## config.mk

```make
export PLATFORM = sky130hd
export DESIGN_NAME = johnson_ring_gen
export DESIGN_NICKNAME = d
export VERILOG_FILES = /design/src/rtl/johnson_pkg.sv /design/src/rtl/johnson_ring_gen_phase_dec.sv /design/src/rtl/johnson_ring_gen.sv
export SDC_FILE = /design/constraint.sdc
export NUM_CORES = 1
export LEC_CHECK = 0
export CELL_PAD_IN_SITES_DETAIL_PLACEMENT = 0
export CELL_PAD_IN_SITES_GLOBAL_PLACEMENT = 1
export CORE_ASPECT_RATIO = 1.5
export CORE_MARGIN = 5
export CORE_UTILIZATION = 40
export CTS_CLUSTER_SIZE = 12
export DETAILED_ROUTE_END_ITERATION = 12
export GPL_ROUTABILITY_DRIVEN = 1
export HOLD_SLACK_MARGIN = 0.03
export PLACE_DENSITY = 0.92
export SLEW_MARGIN = 20
export SYNTH_ARGS = -nofsm -noshare
export SYNTH_HDL_FRONTEND = slang
export SYNTH_HIERARCHICAL = 1
export SYNTH_SLANG_ARGS = --single-unit
```

## constraint.sdc

```tcl
create_clock -name clk -period 5.9 [get_ports clk]
set_input_delay 1.18 -clock clk [delete_from_list [all_inputs] [get_ports clk]]
set_output_delay 1.18 -clock clk [all_outputs]
set_load 0.005 [all_outputs]
```

## src/rtl/johnson_pkg.sv

```systemverilog
// Shared helpers for the Johnson (twisted-ring) counter family.
//   JC_MAX_W  : widest ring the helper functions can handle
//   jc_pw     : phase-index width for a given ring width
//   jc_encode : phase index -> ring code
//   jc_legal  : true when a ring code is one of the 2*width legal codes
package johnson_pkg;

  localparam int unsigned JC_MAX_W = 64;

  function automatic int unsigned jc_pw(input int unsigned width);
    return $clog2(2 * width);
  endfunction

  // Phases 0..width fill ones from the LSB; phases above width then
  // clear ones from the LSB while the upper bits stay set.
  function automatic logic [JC_MAX_W-1:0] jc_encode(input int unsigned phase,
                                                    input int unsigned width);
    logic [JC_MAX_W-1:0] r;
    if (phase <= width) begin
      r = (JC_MAX_W'(1) << phase) - JC_MAX_W'(1);
    end else begin
      r = ~((JC_MAX_W'(1) << (phase - width)) - JC_MAX_W'(1)) &
          ((JC_MAX_W'(1) << width) - JC_MAX_W'(1));
    end
    return r;
  endfunction

  // A legal code has at most one boundary between adjacent stages.
  function automatic logic jc_legal(input logic [JC_MAX_W-1:0] q,
                                    input int unsigned width);
    int unsigned n;
    n = 0;
    for (int unsigned i = 0; i + 1 < width; i++) begin
      if (q[i] != q[i+1]) n++;
    end
    return (n <= 1);
  endfunction

endpackage

```

## src/rtl/johnson_ring_gen_phase_dec.sv

```systemverilog
// Combinational decode of a Johnson ring code.
//   q     : ring register (WIDTH)
//   phase : binary phase index, 0 for an illegal code
//   dec   : one-hot phase decode (2*WIDTH), bit 0 for an illegal code
//   legal : q is one of the 2*WIDTH legal codes
module johnson_phase_dec
  import johnson_pkg::*;
#(
  parameter int WIDTH = 8,
  parameter int PW    = $clog2(2 * WIDTH)
) (
  input  logic [WIDTH-1:0]   q,
  output logic [PW-1:0]      phase,
  output logic [2*WIDTH-1:0] dec,
  output logic               legal
);

  localparam int unsigned NPH = 2 * WIDTH;

  int unsigned ones;

  always_comb begin
    ones = 0;
    for (int unsigned i = 0; i < WIDTH; i++) begin
      ones = ones + 32'(q[i]);
    end
    legal = jc_legal(JC_MAX_W'(q), WIDTH);
    // MSB clear: phase equals the ones count. MSB set: the ones shrink
    // from WIDTH as the phase climbs, so phase = 2*WIDTH - ones.
    if (!legal) begin
      phase = '0;
    end else if (q[WIDTH-1]) begin
      phase = PW'(NPH - ones);
    end else begin
      phase = PW'(ones);
    end
    dec = NPH'(1) << phase;
  end

endmodule

```

## src/rtl/johnson_ring_gen.sv

```systemverilog
// Parametrised Johnson counter / multi-phase sequencer.
//   clk, rst_n     : clock, asynchronous active-low reset
//   en, dir        : step one phase per cycle, 0 = up, 1 = down
//   clr            : synchronous return to phase 0, clears err
//   load           : synchronous load of load_phase
//   load_phase     : target phase for load
//   q              : ring register
//   phase, dec     : binary and one-hot decode of q
//   wrap           : registered pulse, high while q shows the post-wrap phase
//   err            : sticky illegal-state / bad-load flag
module johnson_ring_gen
  import johnson_pkg::*;
#(
  parameter int WIDTH = 8,
  parameter int PW    = $clog2(2 * WIDTH)
) (
  input  logic               clk,
  input  logic               rst_n,
  input  logic               en,
  input  logic               dir,
  input  logic               clr,
  input  logic               load,
  input  logic [PW-1:0]      load_phase,
  output logic [WIDTH-1:0]   q,
  output logic [PW-1:0]      phase,
  output logic [2*WIDTH-1:0] dec,
  output logic               wrap,
  output logic               err
);

  localparam int unsigned NPH = 2 * WIDTH;

  logic [WIDTH-1:0] q_r, q_nxt;
  logic             err_r, err_nxt;
  logic             wrap_r, wrap_nxt;
  logic             q_legal;
  logic [PW-1:0]    ph;

  johnson_phase_dec #(
    .WIDTH (WIDTH),
    .PW    (PW)
  ) u_dec (
    .q     (q_r),
    .phase (ph),
    .dec   (dec),
    .legal (q_legal)
  );

  always_comb begin
    q_nxt    = q_r;
    err_nxt  = err_r;
    wrap_nxt = 1'b0;
    if (clr) begin
      q_nxt   = '0;
      err_nxt = 1'b0;
    end else if (load) begin
      if (32'(load_phase) < NPH) begin
        q_nxt = WIDTH'(jc_encode(32'(load_phase), WIDTH));
      end else begin
        err_nxt = 1'b1;
      end
    end else if (!q_legal) begin
      q_nxt   = '0;
      err_nxt = 1'b1;
    end else if (en) begin
      if (dir) begin
        q_nxt    = {~q_r[0], q_r[WIDTH-1:1]};
        wrap_nxt = (ph == '0);
      end else begin
        q_nxt    = {q_r[WIDTH-2:0], ~q_r[WIDTH-1]};
        wrap_nxt = (ph == PW'(NPH - 1));
      end
    end
  end

  always_ff @(posedge clk or negedge rst_n) begin
    if (!rst_n) begin
      q_r    <= '0;
      err_r  <= 1'b0;
      wrap_r <= 1'b0;
    end else begin
      q_r    <= q_nxt;
      err_r  <= err_nxt;
      wrap_r <= wrap_nxt;
    end
  end

  assign q     = q_r;
  assign phase = ph;
  assign wrap  = wrap_r;
  assign err   = err_r;

endmodule

```

After elaboration in Yosys (flattened, before gate mapping)
Cells that the tools add are included.

Register bits: 10. Bits in latches: 0. RAM bits: 0. Bits in read-only memories: 0. Input bits: 10. Memories: 0.

Add/subtract/negate cells: 17. Multipliers: 0. Div/mod/pow operators: 0. Magnitude comparators: 2. Eq/ne operators: 11. Shifts and indexed selects: 3. Mux-type cells: 23. Bitwise operators: 3. Reductions and logical operators: 2.

Operators by type and width (number): 32-bit 2-to-1 mux (6); 32-bit by 1-bit adder with 32-bit output (second input constant) (5); 8-bit 2-to-1 mux (6); 32-bit by 1-bit less-or-equal comparator with 1-bit output (second input constant) (1); 1-bit by 32-bit left shift with 8-bit output (first input constant) (1); 4-bit by 1-bit adder with 4-bit output (6); 1-bit by 4-bit left shift with 16-bit output (first input constant) (1); 8-bit by 2-bit subtractor with 8-bit output (second input constant) (2); 1-bit 2-to-1 mux (9); 4-bit 2-to-1 mux (2); 8-bit NOT (1); 1-bit by 4-bit left shift with 8-bit output (first input constant) (1); 1-bit inequality test (7); 4-bit by 4-bit subtractor with 5-bit output (second input constant) (1); 4-bit equality test (second input constant) (1); 4-bit less-or-equal comparator (second input constant) (1); 4-bit zero test (1); 2-bit inequality test (second input constant) (2); 4-bit inequality test (second input constant) (1); 1-bit by 4-bit subtractor with 4-bit output (first input constant) (1); 1-bit by 1-bit adder with 2-bit output (1); 1-bit by 1-bit adder with 2-bit output (second input constant) (1); 1-bit NOT (2); 2-bit AND reduction (1).

Longest topological paths before layout
Depth after elaboration: 22. Depth in mapped cells: 24. Gate-level depth less buffers: 23.

By module
Netlist, hierarchy kept.

By module, submodules not included: johnson_phase_dec (times used 1, cells each 170, area an instance 1278.7 µm², seq. area each 0.0 µm²); johnson_ring_gen (times used 1, cells each 119, area an instance 952.2 µm², seq. area each 250.2 µm²).

Least setup slack after synthesis
OpenSTA, ideal clock, no wires.

Path type: flip-flop to output port. Start point: reg q_r[3] (netlist: q[3]). End point: out dec[4]. Data arrival time: 4.115 ns. Slack: 0.605 ns. Cell stages (with the launch flop): 20. Path through: dfrtp_1 buf_6 or3b_1 nand3_1 ha_1 a21oi_1 a32o_1 nand2_1 ha_1 mux2_2 ha_1 o21ai_0 o32ai_1 nand2_1 inv_1 ha_1 nand2_1 o221a_2 nand3_4 nor4b_2.

Word-level cells in the longest chain between the ends: 13. Elaborated cells on any way between the ends: 21.

Ends and longest elaborated chain: from (decl) (RTL line johnson_ring_gen.sv:33) `logic [WIDTH-1:0] q_r, q_nxt;`; from (signal assigned) (RTL line johnson_ring_gen.sv:82) `q_r <= q_nxt;`; 1-bit inequality test (RTL line johnson_pkg.sv:34) `if (q[i] != q[i+1]) n++;`; 32-bit 2-to-1 mux (RTL line johnson_pkg.sv:34); 32-bit by 1-bit adder with 32-bit output (RTL line johnson_pkg.sv:34); 32-bit 2-to-1 mux (RTL line johnson_pkg.sv:34); 32-bit by 1-bit adder with 32-bit output (RTL line johnson_pkg.sv:34); 32-bit 2-to-1 mux (RTL line johnson_pkg.sv:34); 32-bit by 1-bit adder with 32-bit output (RTL line johnson_pkg.sv:34); 32-bit 2-to-1 mux (RTL line johnson_pkg.sv:34); 32-bit by 1-bit adder with 32-bit output (RTL line johnson_pkg.sv:34); 32-bit 2-to-1 mux (RTL line johnson_pkg.sv:34); 32-bit by 1-bit less-or-equal comparator with 1-bit output (RTL line johnson_pkg.sv:36) `return (n <= 1);`; 4-bit 2-to-1 mux (*) (RTL line johnson_ring_gen_phase_dec.sv:30) `if (!legal) begin`; 1-bit by 4-bit left shift with 16-bit output (*) (RTL line johnson_ring_gen_phase_dec.sv:37) `dec = NPH'(1) << phase;`; to (decl) (RTL line johnson_ring_gen.sv:26) `output logic [2*WIDTH-1:0] dec,`.

Mark *: on every way between the ends. The rest lies on a longest branch, timed or not.

Final worst setup path
Start point: reg q_r[1] (netlist: q[1]). End point: out dec[0].

Word-level cells in the longest chain between the ends: 17. Elaborated cells on any way between the ends: 27.

Ends and longest elaborated chain (RTL line): 1-bit inequality test (johnson_pkg.sv:34); 1-bit 2-to-1 mux (johnson_pkg.sv:34); 1-bit by 1-bit adder with 2-bit output (johnson_pkg.sv:34); 32-bit 2-to-1 mux (johnson_pkg.sv:34); 32-bit by 1-bit adder with 32-bit output (johnson_pkg.sv:34); 32-bit 2-to-1 mux (johnson_pkg.sv:34); 32-bit by 1-bit adder with 32-bit output (johnson_pkg.sv:34); 32-bit 2-to-1 mux (johnson_pkg.sv:34); 32-bit by 1-bit adder with 32-bit output (johnson_pkg.sv:34); 32-bit 2-to-1 mux (johnson_pkg.sv:34); 32-bit by 1-bit adder with 32-bit output (johnson_pkg.sv:34); 32-bit 2-to-1 mux (johnson_pkg.sv:34); 32-bit by 1-bit adder with 32-bit output (johnson_pkg.sv:34); 32-bit 2-to-1 mux (johnson_pkg.sv:34); 32-bit by 1-bit less-or-equal comparator with 1-bit output (johnson_pkg.sv:36); 4-bit 2-to-1 mux (*) (johnson_ring_gen_phase_dec.sv:30); 1-bit by 4-bit left shift with 16-bit output (*) (johnson_ring_gen_phase_dec.sv:37).

Marked as above.

==> metrics.md <==
| Metric | Value |
|---|---|
| Clock tree buffer depth | `2` |
| Slowest cell on the critical path | `fa_1` |
| Row cnt | `33` |
| Post-synth EDFFs | `0` |
| P&R area growth vs syn | `32.9%` |
| Initial core utilization | `0.409` |
| Total gr overflow | `0` |
| Post-route cell area | `0.00296 sq mm` |
| Reg2reg path depth | `23` |
| Fin nets | `about 370` |
| Total power | `between 0.001 and 0.0015 W` |
| Startpoint Class | `flop` |
| Initial antenna violation count | `0` |
| DRT Wirelength | `~6500 um` |
| Share of cells above drive strength 1 | `0.207` |
| P_leak | `around 1.4 nW` |
| Cell depth of the worst setup path | `15` |
| Final core utilization | `0.544` |
| Yosys reg bits | `10` |
| MaxCap Viol Count | `0` |
| Pre-CTS worst setup slack | `~0.11 ns` |
| CTS buffer count | `3` |
| Fraction of power consumed by combinational cells | `0.853` |
| Routability cong. | `around 0.9` |
| Cell Chain, Critical Path | `fa_1 -> inv_1 -> fa_1 -> fa_1 -> inv_1 -> ha_1 -> fa_1 -> inv_1 -> ha_1 -> nor2_1 -> xnor2_2 -> nand2b_2 -> nor2_1 -> or3_1 -> clkdlybuf4s50_1` |
| Worst vdd ir | `195 uV` |
| Pin count of the biggest net entering global routing | `22` |
| Delay-heaviest family, CP | `adder cells` |
| HPWL Detailed | `4930 um` |
| IO Count | `40` |
| Crit Path Max Fanout | `7` |
| Slew margin rel. | `0.613` |
| Post-synth cell types | `between 60 and 70` |
| Tcrit/Tclk final | `0.997` |
| Via Count | `~2400` |
| Most frequent cells in the layout | `nor2_1, buf_4, clkdlybuf4s50_1` |
| P_sw | `0.000578 W` |
| Placed inst area | `about 0.0028 sq mm` |
| Power density cells | `just under 400 mW/mm^2` |
| Outcome | `finished, final reports clean` |
| Core area | `approximately 0.0055 sq mm` |
| Worst skew pair latency | `around 0.24 ns` |
| CP most frequent cell | `fa_1` |
| Cell area after synthesis | `0.00223 sq mm` |
| Final setup viols | `0` |
| All-Layer GR Usage | `0.172` |
| Fraction of the yosys area taken by sequential cells | `0.112` |
| Unrepaired setup endpoints after global routing | `yes` |
| Placed Cells incl. Taps | `between 400 and 500` |
| Pins Over Slew Limit | `0` |
| Root buffer cell | `clkbuf_8` |
| Worst endpoint required time | `approximately 4.7 ns` |
| Iter 0 DRT Violations | `between 100 and 150` |
| Worst-Margin Slew | `0.578 ns` |
| Endpoint kind of the worst setup timing path | `output pin` |
| Fin cells | `413` |
| Power Internal | `0.000576 W` |
| Seq pwr share | `0.084` |
| ANT nets after route | `0` |
| Avg Cell Area, Syn | `approximately 7.7 sq um` |
| IO Port Bufs | `39` |
| CP arrival | `between 4 and 5 ns` |
| Residual DRC | `0` |
| WP buf/inv | `4` |
| Clock tree from TritonCTS | `built` |
| Hold Path Stages | `2` |
| Clock Skews | `0.00240 ns` |
| Die W | `71.0 um` |
| Critical path type | `reg2out` |
| Vias in the first global route | `2278` |
| Clk pwr share | `0.063` |
| Clock-pin slew on the worst setup and hold paths | `~0.050 ns` |
| Dominant synthesized flop cell | `dfrtp_1` |
| Global-route wire length before repair | `just over 10000 um` |
| Synth Instances | `289` |
| Switching share of power | `0.501` |
| Asr flop ratio synth | `1.00` |
| WL/cell | `15.6 um` |
| Commonest non-fill, non-tap cell in the layout | `nor2_1` |
| Die height | `around 100 um` |
| Ant. Diodes | `0` |
| Final Hold Vio Count | `0` |
| CP max stage delay | `~0.53 ns` |
| Worst Hold Class | `reg2reg` |
| Shortest period the worst path allows | `around 5.9 ns` |
| Final setup margin | `0.0160 ns` |
| Synth warnings | `6` |
| Drt via density | `between 5 and 6` |
| Drt first pass iters | `4` |
| Synth Net Count | `317` |
| H-tree depth | `1` |
| Fmax | `~170 MHz` |
| # clock sinks | `10` |
| DIE AREA | `roughly 0.0072 sq mm` |
state kept, by name (all words and copies together), names as in the netlist:
signal	cells
wrap	1
err	1
q	8
power by group through the flow:
stage	clock network (W)	logic, W	registers (W)
floorplan	0	0.000559	0.000103
global placement	0	0.000880	0.0000968
detailed placement	0	0.000894	0.0000978
CTS	0.0000730	0.000948	0.0000965
global route	0.0000767	0.00108	0.0000990
finish	0.0000727	0.000985	0.0000969
cell families after synthesis:
group,share of synthesized area
DFF,0.112
buffers and inverters,0.0729
muxes,0.0370
and+or+nand+nor,0.391
xor gates and xnor gates,0.0589
AOI/OAI and AO/OA,0.214
adders and majority gates,0.114
metal layers:
layer  GRT usage  wire (um)  up-vias
li1            -          -     1181
met1       0.165       2360     1149
met2       0.362       3700       61
met3      0.0129        209       17
met4      0.0695        195        0
met5           0          0        -
synthesized netlist by cell type, types with 2 or more instances:
master / number / share of area
or3b_1: 2 / 0.0079
nor3_1: 17 / 0.038
xor2_1: 7 / 0.027
o211ai_1: 2 / 0.0067
nand3_1: 14 / 0.031
ha_1: 14 / 0.079
buf_4: 3 / 0.010
nor4_2: 7 / 0.039
clkbuf_1: 4 / 0.0067
o31ai_1: 2 / 0.0067
nand2b_1: 8 / 0.022
fa_1: 4 / 0.036
mux2i_1: 6 / 0.027
buf_6: 4 / 0.020
nand4_1: 3 / 0.0084
nor4b_1: 3 / 0.012
nand2_1: 17 / 0.029
dfrtp_1: 10 / 0.11
a21oi_1: 17 / 0.038
or3_1: 3 / 0.0084
nor4b_2: 4 / 0.027
o31a_1: 2 / 0.0079
and3_1: 4 / 0.011
nor2_1: 33 / 0.056
nor3b_1: 4 / 0.013
o21ai_0: 12 / 0.027
mux2_2: 2 / 0.010
buf_2: 4 / 0.0090
nor2b_1: 9 / 0.025
inv_1: 15 / 0.025
xnor2_1: 8 / 0.031
a211oi_1: 6 / 0.020
o22ai_1: 4 / 0.011
repair_timing:
item / in CTS / in global routing
pin swaps: 1 / 1
resized for setup: 9 / 23
setup buffers: 4 / 2
cloned: 1 / 0
setup endpoints to repair: 20 / 19
hold buffers: 0 / 0
tightest hold or removal path, stage by stage (launching register included):
cell	delay, ns
dfrtp_1	0.34
nor2_1	0.05
nor2_1	0.07
metrics by stage:
| stage | TNS (ns) | hold WS (ns) |
|---|---|---|
| 3_5_place_dp | 0 | 0.491 |
| 5_1_grt | -0.758 | 0.540 |
| 3_3_place_gp | 0 | 0.486 |
| 4_1_cts | -0.0207 | 0.501 |
| 2_1_floorplan | 0 | 0.489 |
| 6_report | 0 | 0.496 |
layout make-up:
type / count / area (sq um)
Timing Repair Buffer: 66 / 638
Tap cell: 70 / 87.6
Sequential cell: 10 / 253
Fill cell: 532 / 2490
Multi-Input combinational cell: 249 / 1890
Inverter: 15 / 56.3
Clock buffer: 3 / 41.3
worst paths after layout:
path                            startpoint     end  slack, ns
worst max-delay path                  q[1]  dec[0]       0.02
worst min-delay path                   err     err       0.50
worst max register to register        q[1]    q[6]       1.02
worst min register to register         err     err       0.50
max in group asynchronous            rst_n    q[3]       4.25
min in group asynchronous            rst_n    q[7]       1.28
(Power assumes the default switching activity.)
